$ cat config.mk
export PLATFORM = sky130hd
export DESIGN_NAME = pipe_stage_reg_param_flat
export DESIGN_NICKNAME = d
export VERILOG_FILES = /design/src/rtl/pipe_stage_reg_param_if.sv /design/src/rtl/pipe_stage_reg_param.sv /design/src/flat_wrapper.sv
export SDC_FILE = /design/constraint.sdc
export NUM_CORES = 1
export LEC_CHECK = 0
export ABC_CLOCK_PERIOD_IN_PS = 2800
export CAP_MARGIN = 0
export CORE_AREA = 3 3 112 125
export DETAILED_ROUTE_END_ITERATION = 8
export DIE_AREA = 0 0 115 128
export GPL_TIMING_DRIVEN = 1
export HOLD_SLACK_MARGIN = 0.05
export PLACE_DENSITY = 0.7
export SLEW_MARGIN = 10
export SYNTH_ARGS = -nofsm -noshare
export SYNTH_HDL_FRONTEND = slang
export SYNTH_SLANG_ARGS = --single-unit
$ cat constraint.sdc
create_clock -name clk -period 2.8 [get_ports clk]
set_input_delay 0.28 -clock clk [delete_from_list [all_inputs] [get_ports clk]]
set_output_delay 0.28 -clock clk [all_outputs]
set_load 0.1 [all_outputs]
$ cat src/rtl/pipe_stage_reg_param_if.sv
// Bundle of upstream inputs and last-stage outputs for pipe_stage_reg_param.
// The upstream stage is the master; the pipeline register is the slave.
interface pipe_stage_reg_param_if #(
  parameter int CTRL_W = 4,
  parameter int DATA_W = 101,
  parameter int DEPTH  = 1
);
  localparam int CW = $clog2(DEPTH + 1);

  logic              stall_i;
  logic              flush_i;
  logic              valid_i;
  logic [CTRL_W-1:0] ctrl_i;
  logic [DATA_W-1:0] data_i;
  logic              valid_o;
  logic [CTRL_W-1:0] ctrl_o;
  logic [DATA_W-1:0] data_o;
  logic [CW-1:0]     occupancy_o;

  modport master (
    output stall_i, flush_i, valid_i, ctrl_i, data_i,
    input  valid_o, ctrl_o, data_o, occupancy_o
  );

  modport slave (
    input  stall_i, flush_i, valid_i, ctrl_i, data_i,
    output valid_o, ctrl_o, data_o, occupancy_o
  );
endinterface

$ cat src/rtl/pipe_stage_reg_param.sv
// Parametrised inter-stage pipeline register: DEPTH stages of valid/ctrl/data
// with stall (hold), flush (bubble insertion) and a registered occupancy count.
module pipe_stage_reg_param #(
  parameter int CTRL_W     = 4,
  parameter int DATA_W     = 101,
  parameter int DEPTH      = 1,
  parameter int FLUSH_DATA = 0
) (
  input logic                    clk,
  input logic                    rst_n,
  pipe_stage_reg_param_if.slave  bus
);
  localparam int CW = $clog2(DEPTH + 1);

  typedef struct packed {
    logic              valid;
    logic [CTRL_W-1:0] ctrl;
    logic [DATA_W-1:0] data;
  } stage_t;

  localparam stage_t STAGE_ZERO = '0;

  if (DEPTH < 1 || DEPTH > 8) begin : g_bad_depth
    $error("pipe_stage_reg_param: DEPTH must be within 1..8");
  end
  if (CTRL_W < 1 || DATA_W < 1) begin : g_bad_width
    $error("pipe_stage_reg_param: CTRL_W and DATA_W must be at least 1");
  end

  stage_t           capture;
  stage_t           chain [DEPTH];
  logic [DEPTH-1:0] valid_vec;
  logic [CW-1:0]    occ_reg;
  logic [CW-1:0]    occ_next;
  logic             last_valid;

  // Control of a bubble is zeroed at capture so ctrl_o can stay a pure register.
  always_comb begin
    capture       = STAGE_ZERO;
    capture.valid = bus.valid_i;
    capture.ctrl  = bus.valid_i ? bus.ctrl_i : '0;
    capture.data  = (FLUSH_DATA != 0 && !bus.valid_i) ? '0 : bus.data_i;
  end

  genvar gi;
  for (gi = 0; gi < DEPTH; gi++) begin : g_stage
    stage_t stage_reg;
    stage_t stage_in;

    if (gi == 0) begin : g_head
      assign stage_in = capture;
    end else begin : g_body
      assign stage_in = chain[gi-1];
    end

    always_ff @(posedge clk or negedge rst_n) begin
      if (!rst_n) begin
        stage_reg <= STAGE_ZERO;
      end else if (bus.flush_i) begin
        stage_reg.valid <= 1'b0;
        stage_reg.ctrl  <= '0;
        if (FLUSH_DATA != 0) begin
          stage_reg.data <= '0;
        end
      end else if (!bus.stall_i) begin
        stage_reg <= stage_in;
      end
    end

    assign chain[gi]     = stage_reg;
    assign valid_vec[gi] = stage_reg.valid;
  end

  assign last_valid = valid_vec[DEPTH-1];

  // Modular CW-bit arithmetic is exact here because the true result is <= DEPTH.
  always_comb begin
    occ_next = occ_reg;
    if (bus.flush_i) begin
      occ_next = '0;
    end else if (!bus.stall_i) begin
      occ_next = occ_reg + CW'(bus.valid_i) - CW'(last_valid);
    end
  end

  always_ff @(posedge clk or negedge rst_n) begin
    if (!rst_n) begin
      occ_reg <= '0;
    end else begin
      occ_reg <= occ_next;
    end
  end

  assign bus.valid_o     = chain[DEPTH-1].valid;
  assign bus.ctrl_o      = chain[DEPTH-1].ctrl;
  assign bus.data_o      = chain[DEPTH-1].data;
  assign bus.occupancy_o = occ_reg;

  occ_matches_popcount: assert property (@(posedge clk) disable iff (!rst_n)
    occ_reg == CW'($countones(valid_vec)));

  occ_within_depth: assert property (@(posedge clk) disable iff (!rst_n)
    int'(occ_reg) <= DEPTH);
endmodule

$ cat src/flat_wrapper.sv
// flat-port wrapper written by rule: the top's interface ports become plain ports
module pipe_stage_reg_param_flat 
#(
  parameter int CTRL_W     = 4,
  parameter int DATA_W     = 101,
  parameter int DEPTH      = 1,
  parameter int FLUSH_DATA = 0
)
  (clk, rst_n, bus_stall_i, bus_flush_i, bus_valid_i, bus_ctrl_i, bus_data_i, bus_valid_o, bus_ctrl_o, bus_data_o, bus_occupancy_o);
  pipe_stage_reg_param_if #(.CTRL_W(CTRL_W), .DATA_W(DATA_W), .DEPTH(DEPTH)) bus_i ();
  input logic clk;
  input logic rst_n;
  input wire logic [$bits(bus_i.stall_i)-1:0] bus_stall_i;
  input wire logic [$bits(bus_i.flush_i)-1:0] bus_flush_i;
  input wire logic [$bits(bus_i.valid_i)-1:0] bus_valid_i;
  input wire logic [$bits(bus_i.ctrl_i)-1:0] bus_ctrl_i;
  input wire logic [$bits(bus_i.data_i)-1:0] bus_data_i;
  output wire logic [$bits(bus_i.valid_o)-1:0] bus_valid_o;
  output wire logic [$bits(bus_i.ctrl_o)-1:0] bus_ctrl_o;
  output wire logic [$bits(bus_i.data_o)-1:0] bus_data_o;
  output wire logic [$bits(bus_i.occupancy_o)-1:0] bus_occupancy_o;
  assign bus_i.stall_i = bus_stall_i;
  assign bus_i.flush_i = bus_flush_i;
  assign bus_i.valid_i = bus_valid_i;
  assign bus_i.ctrl_i = bus_ctrl_i;
  assign bus_i.data_i = bus_data_i;
  assign bus_valid_o = bus_i.valid_o;
  assign bus_ctrl_o = bus_i.ctrl_o;
  assign bus_data_o = bus_i.data_o;
  assign bus_occupancy_o = bus_i.occupancy_o;
  pipe_stage_reg_param #(.CTRL_W(CTRL_W), .DATA_W(DATA_W), .DEPTH(DEPTH), .FLUSH_DATA(FLUSH_DATA)) u_core (.clk(clk), .rst_n(rst_n), .bus(bus_i));
endmodule
==> summary.md, run 1 <==
| Metric | Value |
|---|---|
| Initial Util | `35.2%` |
| DR pass1 iterations | `4` |
| Hold Path Origin | `u_core.bus.data_o[40]` |
| Leak | `0.00314 µW` |
| Critical Path Sink Type | `register` |
| Syn nets | `347` |
| Min-delay worst type | `reg -> reg` |
| R2R Path Start | `u_core.bus.valid_o` |
| Antenna fix cells | `0` |
| Row count | `43` |
| Cts repair resizes | `0` |
| Setup Skew | `1.84 ps` |
| Critical Path Fanout Max | `54` |
| Number of synthesized register bits | `107` |
| Largest net degree at the start of global routing | `57` |
| Sequential-to-total area share from yosys stat | `60.0%` |
| Relative slew slack | `50.5%` |
| Startpoint of the worst setup timing path | `bus_stall_i` |
| Routed WL | `10.4 mm` |
| Worst setup path class | `in -> reg` |
| Final Hold Slack | `510 ps` |
| Total Power | `5850 µW` |
| # DRC | `0` |
| H-tree depth | `3` |
| Synth Warn # | `0` |
| Die span in x | `115 µm` |
| Routed len/inst | `16.8 µm` |
| Fin util | `52.9%` |
| Most frequent cells in the layout | `clkdlybuf4s50_1, buf_4, dfrtp_1, mux2_4, mux2_2` |
| CTS Buf Count | `9` |
| Fin crit period | `1660 ps` |
| Max-cap violation count | `0` |
| Reg2reg setup slack | `1710 ps` |
| Mapped Cells | `237` |
| Die area | `14,700 µm²` |
| Clock Path Buffers | `2` |
| Synth top area share | `60.0%` |
| Vias per cell | `4.50` |
| Die Height | `128 µm` |
| Avg Cell Area, Syn | `18.8 µm²` |
| Clock transition at path regs | `70 ps` |
| DR iter-0 viols | `118` |
| Final Setup Violations | `0` |
| Layout area overhead | `50.6%` |
| Cell area after synthesis | `4460 µm²` |
| I/O Pins | `217` |
| Final Max Tran Viols | `0` |
| Pwr/cell area | `870 nW/µm²` |
| Min-Delay Endpoint | `u_core.bus.data_o[40]` |
| Gr usage total | `14.0%` |
| Worst VDD drop | `623 µV` |
| Startpoint types | `primary input` |
| Post-route ant nets | `0` |
| Worst Path Required | `3030 ps` |
| Number of port buffers | `216` |
| CTS root buffer | `clkbuf_16` |
| Top cells by area, synth | `dfrtp_1, mux2_4, buf_12` |
| Hold Buf Count CTS | `1` |
| First-pass GRT wire length | `16.0 mm` |
| Top cell type by total area after synthesis | `dfrtp_1` |
| Vias in the first global route | `2,988` |
| Clk_lat worst skew | `340 ps` |
| Setup TNS | `0 ps` |
| Hold path depth | `1` |
| Worst R2R Path Depth | `3` |
| Worst Setup Slack, final | `1140 ps` |
| Status | `finished clean` |
| Hold violation count in the final report | `0` |
| Fraction of layout cells with a size suffix above 1 | `49.2%` |
| # nets final | `566` |
| Detailed-route via count | `2,778` |
| Fin crit share | `59.2%` |
| Grt ovf | `0` |
| Worst Max-Slew Pin Slew | `742 ps` |
| Core footprint | `12,700 µm²` |
| Setup slack after placement | `781 ps` |
| Fmax | `0.603 GHz` |
| DP HPWL | `7.49 mm` |
| CTS tree | `yes` |
| WP data arrival | `1880 ps` |
| Initial antenna violation count | `0` |
| RSZ-0062 raised after global routing | `no` |
| Postcts setup bufs | `0` |
| CTS sink count | `107` |
| Global placer's final weighted congestion | `0.724` |
| Crit Reg-Reg Endpoint | `u_core.bus.occupancy_o` |
| Distinct cells, synth | `15` |
-- critical path, stage by stage --
cell and delay (ps):
clkdlybuf4s50_1 590, nor2_4 250, buf_12 340, mux2_2 390
-- metrics by stage --
| step | instances | cell area, µm² |
|---|---|---|
| 2_1_floorplan | 237 | 4460 |
| 3_3_place_gp | 601 | 6400 |
| 3_5_place_dp | 601 | 6400 |
| 4_1_cts | 618 | 6720 |
| 5_1_grt | 618 | 6720 |
| 6_report | 618 | 6720 |
-- final cells by class --
cell class | count | area (µm²)
flip-flops and latches | 107 | 2680
repair buffers | 220 | 1960
clock inverters | 5 | 77.6
fillers | 1056 | 5970
multi-input cells | 118 | 1580
well taps | 157 | 196
clock buffers | 11 | 233
-- routing by layer --
layer  track usage (%)  wire length, µm  up-vias
met1              17.6             4320     1366
met4              5.87              189        0
met3              4.49              898       13
li1                  -                -     1267
met2              22.2             4960      132
met5                 0                0        -
-- worst max path at each step --
| stage | to | depth (start not counted) | slack, ps |
|---|---|---|---|
| after floorplan | u_core.bus.occupancy_o | 3 | 1210 |
| after global routing | u_core.bus.data_o[89] | 4 | 1090 |
| after detailed placement | u_core.bus.data_o[95] | 4 | 780 |
| final | u_core.bus.data_o[89] | 4 | 1140 |
| after global placement | u_core.bus.data_o[89] | 4 | 830 |
| after CTS | u_core.bus.data_o[89] | 4 | 1160 |
-- synth_stat cells --
cell and count:
buf_12 10, buf_2 2, xnor2_1 1, or3_1 1, o21ai_0 1, nand3b_1 1, a22oi_1 3, nor2_1 4
nor2_4 1, mux2_4 90, dfrtp_1 107, mux2_2 11, a21oi_1 3, nor2b_1 1, nand2_1 1
-- registers in the layout (all words and copies together), names as in the netlist --
register	flops
u_core.bus.data_o	101
u_core.bus.ctrl_o	4
u_core.bus.occupancy_o	1
u_core.bus.valid_o	1
-- cells by family after synthesis --
logic type | share of synthesized area [%]
compound gates | 0.953
xor+xnor | 0.196
buf+inv | 4.71
flops | 60.0
mux | 33.0
simple gates | 1.12
-- report_power, final --
part	internal (µW)	leakage (µW)	switching [µW]	total [µW]
clock network	782	0.000150	541	1320
registers	1770	0.00127	132	1900
logic	711	0.00172	1920	2630
Note: power is estimated with default switching activity, not from simulation.
==> run 2, diff against run 1 <==
Settings changed: ABC_CLOCK_PERIOD_IN_PS 2800 to 1700.
Clock period 2.8 ns to 1.7 ns, I/O delays scaled along.
==> summary.md, run 2 (synthesis results as in run 1) <==
| Metric | Value |
|---|---|
| Status | `finished clean` |
| Pwr/cell area | `1390 nW/µm² (+60%)` |
| Worst Setup Slack, final | `375 ps (-768 ps)` |
| Fmax | `0.755 GHz` |
| Clk_lat worst skew | `340 ps (about the same)` |
| Max incr delay on CP | `470 ps (-120 ps)` |
| Initial Util | `35.2% (unchanged)` |
| Fin crit share | `77.9%` |
| Postcts setup bufs | `0 (unchanged)` |
| Worst setup path class | `in -> reg` |
| Die span in x | `115 µm (unchanged)` |
| Final Setup Violations | `0 (unchanged)` |
| Most common cell after layout, fill and taps aside | `clkdlybuf4s50_1` |
| Crit path buf inv count | `2 (unchanged)` |
| Dominant delay contributor by cell family on the critical path | `buffers and inverters` |
| Clock Path Buffers | `2 (unchanged)` |
| Vias in the first global route | `3,102 (+3.8%)` |
| Crit-path cells | `clkdlybuf4s50_1, nor2_4, buf_12, mux2_2` |
| # DRC | `0 (unchanged)` |
| Setup TNS | `0 ps (unchanged)` |
| Gr usage total | `14.3% (+0.28 points)` |
| CTS Buf Count | `9 (unchanged)` |
| Core footprint | `12,700 µm² (unchanged)` |
| CTS root buffer | `clkbuf_16` |
| DR iter-0 viols | `136 (+15%)` |
| Die Height | `128 µm (unchanged)` |
| RSZ-0062 raised after global routing | `no` |
| Startpoint of the worst setup timing path | `bus_stall_i` |
| Grt ovf | `0 (unchanged)` |
| Worst VDD drop | `820 µV (+32%)` |
| # nets final | `570 (+0.71%)` |
| Number of port buffers | `216 (unchanged)` |
| Hold violation count in the final report | `0 (unchanged)` |
| Fin util | `53.5% (+0.60 points)` |
| Routed WL | `10.5 mm (+1.4%)` |
| Routed len/inst | `16.9 µm (+0.88%)` |
| Fraction of layout cells with a size suffix above 1 | `49.6% (+0.33 points)` |
| Post-route ant nets | `0 (unchanged)` |
| R2R Path Start | `u_core.bus.valid_o` |
| Setup slack after placement | `21.9 ps (-759 ps)` |
| Cts repair resizes | `0 (unchanged)` |
| Worst R2R Path Depth | `3 (unchanged)` |
| Vias per cell | `4.52 (+0.45%)` |
| Clock transition at path regs | `70 ps (about the same)` |
| Critical Path Sink Type | `register` |
| Global placer's final weighted congestion | `0.716 (-0.98%)` |
| First-pass GRT wire length | `16.3 mm (+2.2%)` |
| Setup Skew | `6.56 ps (+4.72 ps)` |
| Layout area overhead | `52.3%` |
| CTS tree | `yes` |
| WP data arrival | `1550 ps (-330 ps)` |
| Detailed-route via count | `2,804 (+0.94%)` |
| Max reg flops | `101 (unchanged)` |
| Slowest cell on crit path | `clkdlybuf4s50_1` |
| Startpoint types | `primary input` |
| Min-delay worst type | `in -> async` |
| Die area | `14,700 µm² (unchanged)` |
| Total Power | `9480 µW (+62%)` |
| Initial antenna violation count | `0 (unchanged)` |
| CTS sink count | `107 (unchanged)` |
| Max-cap violation count | `0 (unchanged)` |
| Most frequent cells in the layout | `clkdlybuf4s50_1, dfrtp_1, buf_4, mux2_4, mux2_2` |
| Relative slew slack | `71.5% (+21 points)` |
| H-tree depth | `3 (unchanged)` |
| Final Max Tran Viols | `0 (unchanged)` |
| Worst Max-Slew Pin Slew | `428 ps (-314 ps)` |
| Critical Path Fanout Max | `35 (-35%)` |
| DP HPWL | `7.76 mm (+3.6%)` |
| Largest net degree at the start of global routing | `46 (-19%)` |
| I/O Pins | `217 (unchanged)` |
| Fin crit period | `1320 ps` |
| WP depth | `4 (unchanged)` |
| Worst Path Required | `1920 ps (-1110 ps)` |
| Antenna fix cells | `0 (unchanged)` |
| Leak | `0.00317 µW (+0.96%)` |
| Row count | `43 (unchanged)` |
| DR pass1 iterations | `4 (unchanged)` |
==> run 2: where the power goes <==
part | total [µW] | switching (µW) | internal (µW)
Clock | 1960 | 854 | 1110
Combinational | 4390 | 3170 | 1210
Sequential | 3130 | 223 | 2910
Total | 9480 | 4250 | 5230
==> run 2: stage by stage <==
| stage | instance area [µm²] | std cells | hold WS (ps) |
|---|---|---|---|
| floorplan | 4460 | 237 | -126 |
| finish | 6800 | 621 | 314 |
| global route | 6800 | 621 | 335 |
| detailed placement | 6510 | 605 | 138 |
| CTS | 6800 | 621 | 305 |
| global placement | 6510 | 605 | 131 |
==> run 2: layout make-up <==
| class | count | area, µm² |
|---|---|---|
| clock buffers | 14 | 274 |
| clock inverters | 1 | 7.51 |
| fillers | 1047 | 5900 |
| multi-input cells | 118 | 1580 |
| flip-flops and latches | 107 | 2680 |
| well taps | 157 | 196 |
| repair buffers | 224 | 2070 |
==> run 2: routing by layer <==
metal	global-route usage (%)	wire length, µm	vias up
met5	0	0	-
met4	6.42	242	0
met2	22.8	5070	132
met3	4.49	901	16
li1	-	-	1272
met1	17.7	4280	1384
==> run 2: what timing repair did <==
action | CTS | global route
endpoints found under the setup margin | 0 | 0
hold endpoints to repair | 28 | 0
hold buffers | 1 | 0
==> run 2: path summary, 6_finish.rpt <==
path	to	slack, ps
min reg2reg	u_core.bus.data_o[92]	510
min in group clk	u_core.bus.ctrl_o[2]	400
max	u_core.bus.data_o[89]	380
min	u_core.bus.data_o[70]	310
max reg2reg	u_core.bus.occupancy_o	580
max in group asynchronous	u_core.bus.data_o[79]	790
==> run 3, diff against run 2 <==
Settings changed: ABC_CLOCK_PERIOD_IN_PS 1700 to 1200, PLACE_DENSITY 0.7 to 0.73.
Clock period 1.7 ns to 1.2 ns, I/O delays scaled along.
==> summary.md, run 3 (synthesis results as in run 1) <==
| Metric | Value |
|---|---|
| Most frequent cells in the layout | `buf_12, clkdlybuf4s50_1, dfrtp_2, mux2_4, buf_4` |
| Fmax | `0.831 GHz` |
| Max-cap violation count | `0 (unchanged)` |
| Worst Setup Slack, final | `-2.92 ps (-378 ps)` |
| Antenna fix cells | `0 (unchanged)` |
| Min-delay worst type | `in -> async` |
| Core footprint | `12,700 µm² (unchanged)` |
| Most common cell after layout, fill and taps aside | `buf_12` |
| WP data arrival | `1470 ps (-80 ps)` |
| Fraction of layout cells with a size suffix above 1 | `74.3% (+25 points)` |
| Final Instance Count excl. Fillers | `639 (+2.9%)` |
| Global placer's final weighted congestion | `0.795 (+11%)` |
| Pwr/cell area | `1820 nW/µm² (+30%)` |
| Worst Path Required | `1470 ps (-450 ps)` |
| Row count | `43 (unchanged)` |
| Vias in the first global route | `3,363 (+8.4%)` |
| Vias per cell | `4.59 (+1.6%)` |
| Largest net degree at the start of global routing | `47 (+2.2%)` |
| Crit-path cells | `xnor2_2, or3_1, a21oi_2` |
| Fin crit period | `1200 ps` |
| Final Setup Violations | `1 (+1)` |
| Post-route ant nets | `0 (unchanged)` |
| DR pass1 iterations | `4 (unchanged)` |
| H-tree depth | `3 (unchanged)` |
| Worst Max-Slew Pin Slew | `336 ps (-92.0 ps)` |
| Grt ovf | `0 (unchanged)` |
| CTS root buffer | `clkbuf_16` |
| Routed WL | `12.2 mm (+17%)` |
| DP HPWL | `9.37 mm (+21%)` |
| Leak | `0.00365 µW (+15%)` |
| Clk_lat worst skew | `340 ps (about the same)` |
| Die Height | `128 µm (unchanged)` |
| First-pass GRT wire length | `19.1 mm (+17%)` |
| # DRC | `0 (unchanged)` |
| Worst VDD drop | `933 µV (+14%)` |
| Final Max Tran Viols | `0 (unchanged)` |
| CTS Buf Count | `9 (unchanged)` |
| Failing checks | `negative setup slack` |
| Status | `finished with violations` |
| Startpoint types | `register` |
| Gr usage total | `17.1% (+2.8 points)` |
| Worst setup path class | `reg -> reg` |
| Max incr delay on CP | `510 ps (+40 ps)` |
| Clock Path Buffers | `2 (unchanged)` |
| I/O Pins | `217 (unchanged)` |
| Slowest cell on crit path | `dfrtp_4` |
| Critical Path Sink Type | `register` |
| Design area | `8470 µm² (+25%)` |
| Detailed-route via count | `2,932 (+4.6%)` |
| Die area | `14,700 µm² (unchanged)` |
| Hold violation count in the final report | `0 (unchanged)` |
| Setup Skew | `0.354 ps (-6.21 ps)` |
| Max reg flops | `101 (unchanged)` |
| Layout area overhead | `89.7%` |
| CTS sink count | `107 (unchanged)` |
| RSZ-0062 raised after global routing | `yes` |
| Initial antenna violation count | `0 (unchanged)` |
| Dpl cell area | `8080 µm² (+24%)` |
| Fin crit share | `100%` |
| # nets final | `587 (+3.0%)` |
| Die span in x | `115 µm (unchanged)` |
| Number of port buffers | `216 (unchanged)` |
| Initial Util | `35.2% (unchanged)` |
| Routed len/inst | `19.1 µm (+13%)` |
| Critical Path Fanout Max | `3 (-91%)` |
| Final Hold Slack | `231 ps (-83.5 ps)` |
| CTS tree | `yes` |
| DR iter-0 viols | `67 (-51%)` |
| Clock transition at path regs | `70 ps (about the same)` |
| # placed instances | `618 (+2.1%)` |
| Total Power | `15,400 µW (+62%)` |
| Relative slew slack | `77.6% (+6.1 points)` |
## run 3: cell types whose count changed in the layout (fill, tap and decap cells not counted), sizes merged
cell / before / now
buf: 115 / 131
dlygate4sd2: 0 / 2
clkdlybuf4s50: 108 / 106
clkinv: 0 / 3
bufbuf: 0 / 1
bufinv: 0 / 1
clkbuf: 14 / 11
## run 3: routing by layer
metal  vias up  GRT usage [%]  routed length (µm)
met3        15           5.29                 931
met4         0           6.42                 238
li1       1311              -                   -
met2       133           29.7                6470
met1      1473           19.8                4590
met5         -              0                   0
## run 3: layout make-up
type | count | area [µm²]
fill | 877 | 4230
timing repair buffer | 241 | 3580
sequential | 107 | 2810
multi-input combinational | 118 | 1590
clock buffer | 11 | 243
tap | 157 | 196
clock inverter | 5 | 52.6
## run 3: what timing repair did
item / 4_1_cts / 5_1_grt
gates resized for setup: 3 / 1
endpoints found under the setup margin: 5 / 1
hold buffers: 1 / 0
gates cloned: 2 / 0
pin swaps: 1 / 0
hold endpoints to repair: 107 / 0
setup buffers: 2 / 0
## run 3: stage by stage
step	setup TNS (ps)	worst slack, ps	util (%)
floorplan	-83.9	-83.9	-
global placement	-35000	-374	63.6
detailed placement	-36480	-405	63.6
CTS	0	23.0	66.7
global route	-44.5	-44.5	66.7
finish	-2.92	-2.92	66.7
## run 3: worst max-delay path, delay by kind of cell, from the launching register on
family / cells / cell delay [ps]
AOI/OAI and AO/OA: 1 / 120
xor gates and xnor gates: 1 / 160
DFF: 1 / 510
and+or+nand+nor: 1 / 340
## run 3: final timing paths
| kind | startpoint | cells past startpoint | slack (ps) | endpoint |
|---|---|---|---|---|
| min reg2reg | u_core.bus.data_o[66] | 1 | 560 | u_core.bus.data_o[66] |
| min | rst_n | 2 | 230 | u_core.bus.data_o[51] |
| max | u_core.bus.valid_o | 3 | -3 | u_core.bus.occupancy_o |
| max reg2reg | u_core.bus.valid_o | 3 | -3 | u_core.bus.occupancy_o |
| min in group clk | bus_flush_i | 3 | 290 | u_core.bus.occupancy_o |
| max in group asynchronous | rst_n | 3 | 370 | u_core.bus.data_o[75] |
## run 3: report_power, final
part,switching [µW],internal [µW]
combinational,4540,3080
sequential,600,4220
clock,1290,1670
total,6440,8970
